$ cat src/rtl/cordic_pkg.sv
// Shared types and elaboration-time helpers for the iterative CORDIC engine.
// Holds the FSM state enum, the arctangent table generator and the gain constants.
package cordic_pkg;

  typedef enum logic [1:0] {IDLE, RUN, DONE} state_t;

  // CORDIC gain K ~= 1.64676 in Q2.14, and 1/K in Q1.15 for the downstream compensator.
  localparam int CORDIC_K     = 26981;
  localparam int CORDIC_K_INV = 19898;

  function automatic int clog2(input int v);
    int r;
    r = 0;
    for (int k = 0; k < 31; k++) begin
      if ((1 << r) < v) r++;
    end
    return r;
  endfunction

  // atan(2^-i) in binary angle units where 2^(zw-1) represents pi, rounded to nearest.
  function automatic int atan_lsb(input int i, input int zw);
    real a;
    a = $atan(2.0 ** (-i)) * (2.0 ** (zw - 1)) / 3.14159265358979;
    return $rtoi(a + 0.5);
  endfunction

endpackage

$ cat src/rtl/cordic_stage.sv
// One CORDIC micro-rotation: combinational shift-add update of x, y and z.
// dir_pos=1 rotates counter-clockwise (dir=+1), dir_pos=0 clockwise.
module cordic_stage #(
  parameter int XW = 18,
  parameter int ZW = 16,
  parameter int SW = 4
) (
  input  logic signed [XW-1:0] x,
  input  logic signed [XW-1:0] y,
  input  logic signed [ZW-1:0] z,
  input  logic        [SW-1:0] shift,
  input  logic signed [ZW-1:0] atan,
  input  logic                 dir_pos,
  output logic signed [XW-1:0] x_next,
  output logic signed [XW-1:0] y_next,
  output logic signed [ZW-1:0] z_next
);

  logic signed [XW-1:0] x_sh;
  logic signed [XW-1:0] y_sh;

  assign x_sh = x >>> shift;
  assign y_sh = y >>> shift;

  always_comb begin
    if (dir_pos) begin
      x_next = x - y_sh;
      y_next = y + x_sh;
      z_next = z - atan;
    end else begin
      x_next = x + y_sh;
      y_next = y - x_sh;
      z_next = z + atan;
    end
  end

endmodule

$ cat src/rtl/cordic_iter_engine.sv
// Iterative CORDIC engine: one micro-rotation per clock, early exit on zero residual.
// Define CORDIC_VECTOR_MODE_EN to add the in_mode port and vectoring support.
module cordic_iter_engine
  import cordic_pkg::*;
#(
  parameter int WIDTH = 16,
  parameter int ZW    = 16,
  parameter int ITER  = 12,
  parameter int GW    = 2
) (
  input  logic                          clk,
  input  logic                          rst_n,
  input  logic                          in_valid,
`ifdef CORDIC_VECTOR_MODE_EN
  input  logic                          in_mode,
`endif
  output logic                          in_ready,
  input  logic signed [WIDTH-1:0]       in_x,
  input  logic signed [WIDTH-1:0]       in_y,
  input  logic signed [ZW-1:0]          in_z,
  output logic                          out_valid,
  input  logic                          out_ready,
  output logic signed [WIDTH+GW-1:0]    out_x,
  output logic signed [WIDTH+GW-1:0]    out_y,
  output logic signed [ZW-1:0]          out_z,
  output logic [clog2(ITER+1)-1:0]      out_iters,
  output logic                          out_conv
);

  localparam int XW = WIDTH + GW;
  localparam int IW = clog2(ITER + 1);

  state_t               state;
  logic signed [XW-1:0] x_reg, y_reg;
  logic signed [ZW-1:0] z_reg;
  logic [IW-1:0]        iter_reg;
  logic                 conv_reg;
  logic                 vec_mode;

  logic signed [ZW-1:0] atan_tab [ITER];
  logic signed [XW-1:0] x_nx, y_nx;
  logic signed [ZW-1:0] z_nx;
  logic                 dir_pos;
  logic                 res_zero;
  logic                 res_zero_nx;
  logic                 last_iter;

  for (genvar gi = 0; gi < ITER; gi++) begin : g_atan
    assign atan_tab[gi] = ZW'(atan_lsb(gi, ZW));
  end

`ifdef CORDIC_VECTOR_MODE_EN
  logic mode_reg;
  assign vec_mode = mode_reg;
`else
  assign vec_mode = 1'b0;
`endif

  // Rotation drives z to zero; vectoring drives y to zero.
  assign dir_pos     = vec_mode ? y_reg[XW-1] : ~z_reg[ZW-1];
  assign res_zero    = vec_mode ? (y_reg == '0) : (z_reg == '0);
  assign res_zero_nx = vec_mode ? (y_nx == '0) : (z_nx == '0);
  assign last_iter   = (iter_reg == IW'(ITER - 1));

  cordic_stage #(.XW(XW), .ZW(ZW), .SW(IW)) u_stage (
    .x       (x_reg),
    .y       (y_reg),
    .z       (z_reg),
    .shift   (iter_reg),
    .atan    (atan_tab[iter_reg]),
    .dir_pos (dir_pos),
    .x_next  (x_nx),
    .y_next  (y_nx),
    .z_next  (z_nx)
  );

  always_ff @(posedge clk or negedge rst_n) begin
    if (!rst_n) begin
      state     <= IDLE;
      in_ready  <= 1'b1;
      out_valid <= 1'b0;
      conv_reg  <= 1'b0;
      x_reg     <= '0;
      y_reg     <= '0;
      z_reg     <= '0;
      iter_reg  <= '0;
`ifdef CORDIC_VECTOR_MODE_EN
      mode_reg  <= 1'b0;
`endif
    end else begin
      case (state)
        IDLE: begin
          if (in_valid) begin
            x_reg    <= XW'(in_x);
            y_reg    <= XW'(in_y);
            z_reg    <= in_z;
            iter_reg <= '0;
            conv_reg <= 1'b0;
            in_ready <= 1'b0;
`ifdef CORDIC_VECTOR_MODE_EN
            mode_reg <= in_mode;
`endif
            state    <= RUN;
          end
        end
        RUN: begin
          if (res_zero) begin
            conv_reg  <= 1'b1;
            out_valid <= 1'b1;
            state     <= DONE;
          end else begin
            x_reg    <= x_nx;
            y_reg    <= y_nx;
            z_reg    <= z_nx;
            iter_reg <= iter_reg + IW'(1);
            if (last_iter) begin
              conv_reg  <= res_zero_nx;
              out_valid <= 1'b1;
              state     <= DONE;
            end
          end
        end
        DONE: begin
          if (out_ready) begin
            out_valid <= 1'b0;
            in_ready  <= 1'b1;
            state     <= IDLE;
          end
        end
        default: begin
          state     <= IDLE;
          in_ready  <= 1'b1;
          out_valid <= 1'b0;
        end
      endcase
    end
  end

  assign out_x     = x_reg;
  assign out_y     = y_reg;
  assign out_z     = z_reg;
  assign out_iters = iter_reg;
  assign out_conv  = conv_reg;

endmodule

$ cat config.mk
export PLATFORM = sky130hd
export DESIGN_NAME = cordic_iter_engine
export DESIGN_NICKNAME = d
export VERILOG_FILES = /design/src/rtl/cordic_pkg.sv /design/src/rtl/cordic_stage.sv /design/src/rtl/cordic_iter_engine.sv
export SDC_FILE = /design/constraint.sdc
export NUM_CORES = 1
export LEC_CHECK = 0
export ABC_AREA = 1
export CORE_MARGIN = 4
export CORE_UTILIZATION = 40
export DETAILED_ROUTE_END_ITERATION = 10
export PLACE_DENSITY = 0.62
export SLEW_MARGIN = 10
export SYNTH_ARGS = -nofsm -noshare
export SYNTH_HDL_FRONTEND = slang
export SYNTH_SLANG_ARGS = --single-unit
$ cat constraint.sdc
create_clock -name clk -period 5.5 [get_ports clk]
set_input_delay 1.1 -clock clk [delete_from_list [all_inputs] [get_ports clk]]
set_output_delay 1.1 -clock clk [all_outputs]
set_load 0.005 [all_outputs]
==> results.py, run 1 <==
metrics = {
    "synthesis": {
        "synth_edf_count": 0,
        "synth_warnings": 0,
        "synth_xor_area_frac": 0.08146,
        "ys_ff_latch": 61,
        "ys_seq_area_frac": 0.1946,
        "yosys.area.top_type": "dfrtp_1",
        "netlist.area_leader.share": 0.1913,
        "synth_fp_nets": 1370,
        "synthTopCellsByArea": "dfrtp_1 19%, nand2_1 17%, nand3_1 11%",
        "synthTopCellsByCount": "358 x nand2_1, 166 x nand3_1, 96 x inv_1",
        "yosysMostFrequentCell": "nand2_1",
        "ys_types": 51,
        "synth_compound_area_frac": 0.1698,
        "synthAdderAreaFrac": 0.1065,
        "syn_area_um2": 7849,
        "synthArstFlopShare": 1.000,
        "syn_inst": 1253,
        "muxShareOfSynthArea": 0,
        "yosys.area_share.simple": 0.3674,
        "syn_avg_cell_area_um2": 6.264,
        "synth_ff_type": "dfrtp_1",
        "synth_top_family_by_area": "simple AND/OR/NAND/NOR gates",
    },
    "cts": {
        "cts_tree": "built",
        "htreeDepth": 3,
        "ctsHoldBuffers": 0,
        "clkTransAtPathRegs_ps": 60,
        "clk_latency_ps": 350,
        "clock_path_buffers": 2,
        "cts_sinks": 61,
        "cts-root-buf": "clkbuf_16",
        "cts_resized": 0,
        "cts_buffers": 9,
        "post_cts_buffers": 0,
    },
    "floorplanning": {
        "dieWidth_um": 148.1,
        "chipHeight_um": 148.1,
        "core_area_um2": 19020,
        "num_rows": 50,
        "ios": 111,
        "initial_utilization": 0.4127,
        "fp.dieArea_um2": 21930,
    },
    "route": {
        "wl_per_cell_um": 16.48,
        "via_count": 8716,
        "drc": 0,
        "final_antenna_net_count": 0,
        "drt-initial-drc-count": 669,
        "first_pass_iters": 6,
        "drt-total-wl_um": 26400,
        "vias_per_cell": 5.441,
    },
    "placement": {
        "port_buffers": 110,
        "hpwl_um": 20190,
        "gp_congestion": 0.9447,
    },
    "setup_path": {
        "path_common_cell": "nand2_1",
        "r2r_end": "out_x[17]$_DFFE_PN0P_",
        "critPathKind": "flip-flop to flip-flop",
        "crit_path_max_incr_delay_ps": 790,
        "crit_chain": "inv_4, nand2_1, inv_1, a21oi_1, nand3_1, nand2_1, ha_1, inv_1, nor3_2, nand2_1, nor2_2, nand4_1, nand2_1, xor2_1, inv_1, ha_1, nand2_1, nor3_1, nand2_1, o311ai_0, inv_1, nand2_1, nand3_1, a21oi_1",
        "cp.arrival_ps": 5090,
        "critPathSlowestCell": "o311ai_0",
        "rr_startpoint": "out_iters[2]$_DFFE_PN0P_",
        "worst-r2r-setup-slack_ps": 690,
        "ff2ff_path_depth": 24,
        "critical_path_required_ps": 5780,
        "crit_path_max_fanout": 27,
        "cp-end-kind": "flip-flop",
        "cp-start-kind": "flip-flop",
        "path_delay_family": "simple AND/OR/NAND/NOR gates",
        "critPathBufInv": 5,
    },
    "grt": {
        "grt-ovfl-total": 0,
        "grt_pass1_vias": 8127,
        "track_usage": 0.2402,
        "antenna_found_initial": 0,
        "grt_max_degree": 62,
        "grt_pass1_wl_um": 42700,
    },
    "timing": {
        "relSlewSlack": 0.2639,
        "worstMarginPinSlew_ps": 1103,
        "finalCritPeriodShare": 0.8751,
        "skew_ps": 9.591,
        "fin_setup_tns_ps": 0,
        "fmax_mhz": 207.8,
        "rsz0062_at_grt": "false",
        "min_period_ps": 4813,
        "slew_violations": 0,
        "hold_viol": 0,
        "setup_violations": 0,
    },
    "min_path": {
        "min_from": "in_ready$_DFFE_PN1P_",
        "min_to": "in_ready$_DFFE_PN1P_",
        "hold_path_depth": 2,
        "min_path_type": "flip-flop to flip-flop",
    },
    "layout": {
        "diodes": 0,
        "areaGrowthSynthToFinish_pct": 20.36,
        "drive_gt1_frac": 0.04322,
        "finalNetCount": 1454,
    },
    "status": {
        "status": "finished, final reports clean",
    },
    "flow_run": {
        "maxCapViolations": 0,
    },
}
[cell families (layout without fill, tap and decap cells)]
| family | count (synthesis) | after routing |
|---|---|---|
| buf+inv | 150 | 239 |
| compound gates | 230 | 230 |
| simple gates | 674 | 674 |
| xor+xnor | 73 | 73 |
| flops | 61 | 61 |
| fa+ha+maj | 65 | 65 |
[flip-flops by register name (all words and copies together), names as in the netlist]
name,count
out_x,18
out_y,18
out_z,16
out_iters,4
state,2
in_ready,1
out_conv,1
out_valid,1
[metrics by stage]
stage / utilization / std cells / cell area, um^2 / hold WS (ps) / worst slack, ps
final: 0.4967 / 1602 / 9447 / 485.1 / 686.8
after global routing: 0.4967 / 1602 / 9447 / 507.9 / 185.3
after global placement: 0.4791 / 1586 / 9111 / 478.4 / 854.9
after detailed placement: 0.4791 / 1586 / 9111 / 469.6 / 782.3
after CTS: 0.4967 / 1602 / 9447 / 482.7 / 800.0
after floorplan: - / 1253 / 7849 / 467.4 / 1761
[worst max path at each step]
| stage | from | endpoint | slack (ps) | cells after the start |
|---|---|---|---|---|
| 2_1_floorplan | out_iters[1]$_DFFE_PN0P_ | out_conv$_DFFE_PN0P_ | 1760 | 27 |
| 3_3_place_gp | out_iters[2]$_DFFE_PN0P_ | out_x[17]$_DFFE_PN0P_ | 850 | 24 |
| 3_5_place_dp | out_iters[2]$_DFFE_PN0P_ | out_x[17]$_DFFE_PN0P_ | 780 | 24 |
| 4_1_cts | out_iters[2]$_DFFE_PN0P_ | out_x[17]$_DFFE_PN0P_ | 800 | 24 |
| 5_1_grt | out_iters[2]$_DFFE_PN0P_ | out_x[17]$_DFFE_PN0P_ | 190 | 24 |
| 6_report | out_iters[2]$_DFFE_PN0P_ | out_x[17]$_DFFE_PN0P_ | 690 | 24 |
[cell usage in the layout (no fill, tap or decap), types with 15 or more instances in the layout]
master,n
o21ai_0,65
dfrtp_1,60
nor2_1,91
nand2_1,358
nand3_1,166
xnor2_1,25
inv_1,96
ha_1,62
a22oi_1,15
xor2_1,48
clkdlybuf4s50_1,109
a21oi_1,83
[routing by layer]
| metal | vias up | GRT usage | wire (um) |
|---|---|---|---|
| li1 | 4407 | - | - |
| met1 | 4018 | 0.3261 | 11900 |
| met2 | 253 | 0.3962 | 12550 |
| met3 | 38 | 0.02986 | 1124 |
| met4 | 0 | 0.08222 | 826 |
| met5 | - | 0 | 0 |
[worst register-to-register path, delay by kind of cell (launching register included)]
kind            cells  cell delay [ps]
simple gates       13             1770
compound gates      3             1120
flops               1              590
buf+inv             5              560
fa+ha+maj           2              540
xor+xnor            1              150
[layout make-up]
class                   instances  area, um^2
well taps                     260       325.3
multi-input cells            1042        5694
repair buffers                121        1179
clock buffers                  11       252.7
clock inverters                 5       82.58
inverters                     102       385.4
fillers                      2019        9572
flip-flops and latches         61        1528
Power of run 1 is left out: the tool's default activity adds up to more than one toggle a clock period on the data nets, which glitch-free logic cannot reach.
==> inputs of run 2 (changes only) <==
Settings changed: MAX_ROUTING_LAYER from default to met4.
==> run 2 against run 1 <==
Maximum frequency is 7.0% higher. Utilization decreased by 0.17 points. Sequential share of layout area grew 0.056 points.
==> results.py, run 2 (same netlist as run 1, synthesis figures left out) <==
metrics = {
    "status": {
        "status": "finished, final reports clean",
    },
    "route": {
        "first_pass_iters": 6,
        "wl_per_cell_um": 16.84,
        "final_antenna_net_count": 0,
        "via_count": 8731,
        "drc": 0,
        "drt-total-wl_um": 27010,
        "drt-initial-drc-count": 657,
        "vias_per_cell": 5.443,
    },
    "floorplanning": {
        "dieWidth_um": 148.1,
        "core_area_um2": 19020,
        "initial_utilization": 0.4127,
        "fp.dieArea_um2": 21930,
        "num_rows": 50,
        "ios": 111,
        "chipHeight_um": 148.1,
    },
    "cts": {
        "ctsHoldBuffers": 0,
        "htreeDepth": 3,
        "clkTransAtPathRegs_ps": 70,
        "clock_path_buffers": 2,
        "cts-root-buf": "clkbuf_16",
        "cts_resized": 0,
        "cts_buffers": 9,
        "post_cts_buffers": 0,
        "cts_tree": "built",
        "cts_sinks": 61,
        "clk_latency_ps": 350,
    },
    "layout": {
        "drive_gt1_frac": 0.04464,
        "layout_common_cells": "358 x nand2_1, 166 x nand3_1, 109 x clkdlybuf4s50_1",
        "multi_input_area_um2": 5694,
        "fill_cells": 2019,
        "ff_latch_area_um2": 1528,
        "diodes": 0,
        "areaGrowthSynthToFinish_pct": 19.94,
        "stdcell_area_um2": 9414,
        "final_common_cell": "nand2_1",
        "finalNetCount": 1456,
    },
    "grt": {
        "grt_pass1_vias": 8270,
        "antenna_found_initial": 0,
        "track_usage": 0.2492,
        "grt_max_degree": 62,
        "grt-ovfl-total": 0,
        "grt_pass1_wl_um": 43070,
    },
    "setup_path": {
        "cp.arrival_ps": 4770,
        "crit_path_max_fanout": 32,
        "cp-end-kind": "flip-flop",
        "cp-start-kind": "flip-flop",
        "critical_path_required_ps": 5770,
        "critPathKind": "flip-flop to flip-flop",
    },
    "flow_run": {
        "maxCapViolations": 0,
    },
    "timing": {
        "relSlewSlack": 0.2609,
        "setup_violations": 0,
        "fin_setup_tns_ps": 0,
        "min_period_ps": 4497,
        "fmax_mhz": 222.4,
        "skew_ps": 11.93,
        "finalCritPeriodShare": 0.8176,
        "worstMarginPinSlew_ps": 1108,
        "rsz0062_at_grt": "false",
        "hold_viol": 0,
        "slew_violations": 0,
        "worst_slack_ps": 1003,
    },
    "placement": {
        "hpwl_um": 20770,
        "port_buffers": 110,
        "gp_congestion": 0.9483,
        "post_dp_cell_area_um2": 9126,
        "pre_cts_ws_ps": 948.8,
    },
    "min_path": {
        "min_path_type": "flip-flop to flip-flop",
    },
}
run 2: cell types whose count changed in the layout (fill, tap and decap cells not counted):
cell	change
inv_6	+4
buf_4	+2
bufinv_16	-2
clkbuf_8	-2
clkinvlp_4	-2
clkinv_4	+1
inv_8	+1
run 2: path summary, 6_finish.rpt:
check                                              start                  endpoint  slack (ps)  depth (start not counted)
worst min-delay path                in_ready$_DFFE_PN1P_      in_ready$_DFFE_PN1P_         490                          2
min in group asynchronous                          rst_n      state[1]$_DFFE_PN0P_         920                          2
worst max register to register  out_iters[1]$_DFFE_PN0P_     out_x[17]$_DFFE_PN0P_        1000                         24
worst max-delay path            out_iters[1]$_DFFE_PN0P_     out_x[17]$_DFFE_PN0P_        1000                         24
max in group asynchronous                          rst_n  out_iters[2]$_DFFE_PN0P_        3980                          2
worst min register to register      in_ready$_DFFE_PN1P_      in_ready$_DFFE_PN1P_         490                          2
run 2: routing by layer:
metal  GRT usage  part of all wire  vias up  wire length [um]
li1            -                 -     4400                 -
met4     0.07714             0.026        0               703
met5           -                 0        -                 0
met1      0.3193              0.45     4063             12120
met2      0.4161              0.48      228             13070
met3     0.02681             0.041       40              1120
run 2: worst max-delay path, stage by stage (launching register included):
cell	delay, ps
dfrtp_1	390
buf_4	260
nand2_1	230
inv_1	150
a21oi_1	160
nand3_1	100
nand2_1	150
ha_1	180
inv_1	60
nor3_2	180
nand2_1	100
nor2_2	180
nand4_1	110
nand2_1	90
xor2_1	150
inv_1	60
ha_1	360
nand2_1	130
nor3_1	240
nand2_1	100
o311ai_0	600
inv_1	100
nand2_1	90
nand3_1	60
a21oi_1	170
run 2: metrics by stage:
step / cells / util / hold slack [ps]
3_5_place_dp: 1588 / 0.4799 / 481.9
2_1_floorplan: 1253 / - / 467.4
4_1_cts: 1604 / 0.4950 / 496.3
3_3_place_gp: 1588 / 0.4799 / 477.9
5_1_grt: 1604 / 0.4950 / 514.8
6_report: 1604 / 0.4950 / 493.8
run 2: cell type report:
type / instances / area share
clock buffer: 9 / 0.02392
multi-input combinational: 1042 / 0.6049
timing repair buffer: 123 / 0.1268
clock inverter: 7 / 0.006645
tap: 260 / 0.03456
sequential: 61 / 0.1623
inverter: 102 / 0.04094
Power of run 2 is left out for the same reason.
==> inputs of run 3 (changes only) <==
Clock period 5.5 ns to 4.35 ns, I/O delays scaled along.
==> run 3 against run 2 <==
Global-route usage shrank 0.23 points. Design area grew 2.1%. Hold slack lost 17 ps. Non-clock buffer count grew 19. Critical endpoint is now out_y[17]$_DFFE_PN0P_. Via count shrank 0.29%.
==> results.py, run 3 (same netlist as run 1, synthesis figures left out) <==
metrics = {
    "cts": {
        "cts_tree": "built",
        "clock_path_buffers": 2,
        "htreeDepth": 3,
        "cts_sinks": 61,
        "ctsHoldBuffers": 0,
        "cts-root-buf": "clkbuf_16",
        "clk_latency_ps": 350,
        "clkTransAtPathRegs_ps": 60,
        "cts_buffers": 9,
    },
    "floorplanning": {
        "chipHeight_um": 148.1,
        "initial_utilization": 0.4127,
        "dieWidth_um": 148.1,
        "num_rows": 50,
        "fp.dieArea_um2": 21930,
        "core_area_um2": 19020,
        "ios": 111,
    },
    "route": {
        "first_pass_iters": 7,
        "vias_per_cell": 5.364,
        "final_antenna_net_count": 0,
        "drt-initial-drc-count": 638,
        "wl_per_cell_um": 16.46,
        "via_count": 8706,
        "drc": 0,
        "drt-total-wl_um": 26720,
    },
    "min_path": {
        "min_to": "in_ready$_DFFE_PN1P_",
        "hold_path_depth": 2,
        "min_from": "in_ready$_DFFE_PN1P_",
        "min_path_type": "flip-flop to flip-flop",
    },
    "setup_path": {
        "cp-start-kind": "flip-flop",
        "crit_path_max_incr_delay_ps": 450,
        "ff2ff_path_depth": 28,
        "crit_path_max_fanout": 19,
        "critical_path_required_ps": 4630,
        "critPathSlowestCell": "dfrtp_2",
        "rr_startpoint": "out_iters[0]$_DFFE_PN0P_",
        "critPathKind": "flip-flop to flip-flop",
        "path_common_cell": "nand2_1",
        "worst-r2r-setup-slack_ps": 290,
        "cp.arrival_ps": 4340,
        "r2r_end": "out_y[17]$_DFFE_PN0P_",
        "cp-end-kind": "flip-flop",
    },
    "grt": {
        "grt-ovfl-total": 0,
        "grt_pass1_vias": 8276,
        "antenna_found_initial": 0,
        "track_usage": 0.2469,
        "grt_max_degree": 41,
        "grt_pass1_wl_um": 42670,
    },
    "placement": {
        "gp_congestion": 0.9378,
        "hpwl_um": 20970,
        "port_buffers": 110,
        "dpl.cell_count": 1604,
    },
    "timing": {
        "skew_ps": 8.144,
        "fmax_mhz": 246.2,
        "min_period_ps": 4062,
        "hold_viol": 0,
        "slew_violations": 0,
        "fin_setup_tns_ps": 0,
        "rsz0062_at_grt": "false",
        "setup_violations": 0,
        "finalCritPeriodShare": 0.9338,
        "relSlewSlack": 0.3783,
        "worstMarginPinSlew_ps": 931.5,
    },
    "layout": {
        "diodes": 0,
        "finalNetCount": 1475,
        "areaGrowthSynthToFinish_pct": 22.51,
        "final_common_cell": "nand2_1",
        "drive_gt1_frac": 0.05943,
        "layout_common_cells": "358 x nand2_1, 166 x nand3_1, 109 x clkdlybuf4s50_1",
        "fill_cells": 2040,
        "final-instance-count-excl-fill": 1623,
    },
    "status": {
        "status": "finished, final reports clean",
    },
    "flow_run": {
        "maxCapViolations": 0,
    },
}
run 3: final cells by class:
class | instances | area [um^2] | share of cell area
Multi-Input combinational cell | 1042 | 5703 | 0.5931
Sequential cell | 61 | 1531 | 0.1593
Timing Repair Buffer | 142 | 1373 | 0.1427
Inverter | 102 | 387.9 | 0.04034
Tap cell | 260 | 325.3 | 0.03383
Clock buffer | 11 | 232.7 | 0.02420
Clock inverter | 5 | 62.56 | 0.006506
run 3: worst max-delay path, delay by kind of cell, from the launching register on:
family,cells,cell delay [ps]
adders and majority gates,2,470
xor gates and xnor gates,1,170
DFF,1,450
buffers and inverters,3,410
and+or+nand+nor,15,1520
AOI/OAI and AO/OA,7,960
run 3: through the flow:
| step | area (um^2) | hold slack (ps) | util | setup slack [ps] |
|---|---|---|---|---|
| 2_1_floorplan | 7849 | 467.4 | - | 610.7 |
| 3_3_place_gp | 9271 | 477.6 | 0.4875 | 156.1 |
| 3_5_place_dp | 9271 | 471.4 | 0.4875 | 119.8 |
| 4_1_cts | 9567 | 483.6 | 0.5030 | 94.22 |
| 5_1_grt | 9615 | 514.8 | 0.5056 | 14.44 |
| 6_report | 9615 | 476.9 | 0.5056 | 288.0 |
run 3: how the worst max path moves through the flow:
stage                     slack, ps  cells past startpoint                      from                     to
after CTS                        90                     28  out_iters[0]$_DFFE_PN0P_  out_y[17]$_DFFE_PN0P_
after global routing             10                     26  out_iters[1]$_DFFE_PN0P_  out_x[17]$_DFFE_PN0P_
after floorplan                 610                     27  out_iters[1]$_DFFE_PN0P_   out_conv$_DFFE_PN0P_
final                           290                     28  out_iters[0]$_DFFE_PN0P_  out_y[17]$_DFFE_PN0P_
after global placement          160                     28  out_iters[0]$_DFFE_PN0P_  out_y[17]$_DFFE_PN0P_
after detailed placement        120                     28  out_iters[0]$_DFFE_PN0P_  out_y[17]$_DFFE_PN0P_
run 3: repair_timing:
item | in CTS | in global routing
buffers inserted | 0 | 3
setup endpoints to repair | 0 | 12
gates resized for setup | 0 | 12
hold endpoints to repair | 0 | 0
run 3: layer usage:
layer,wire (um),track usage,vias up
met1,12050,0.3175,4023
met2,13010,0.4165,206
met3,1112,0.02681,35
met4,548,0.06467,0
met5,0,-,-
li1,-,-,4442
Power of run 3 is left out for the same reason.
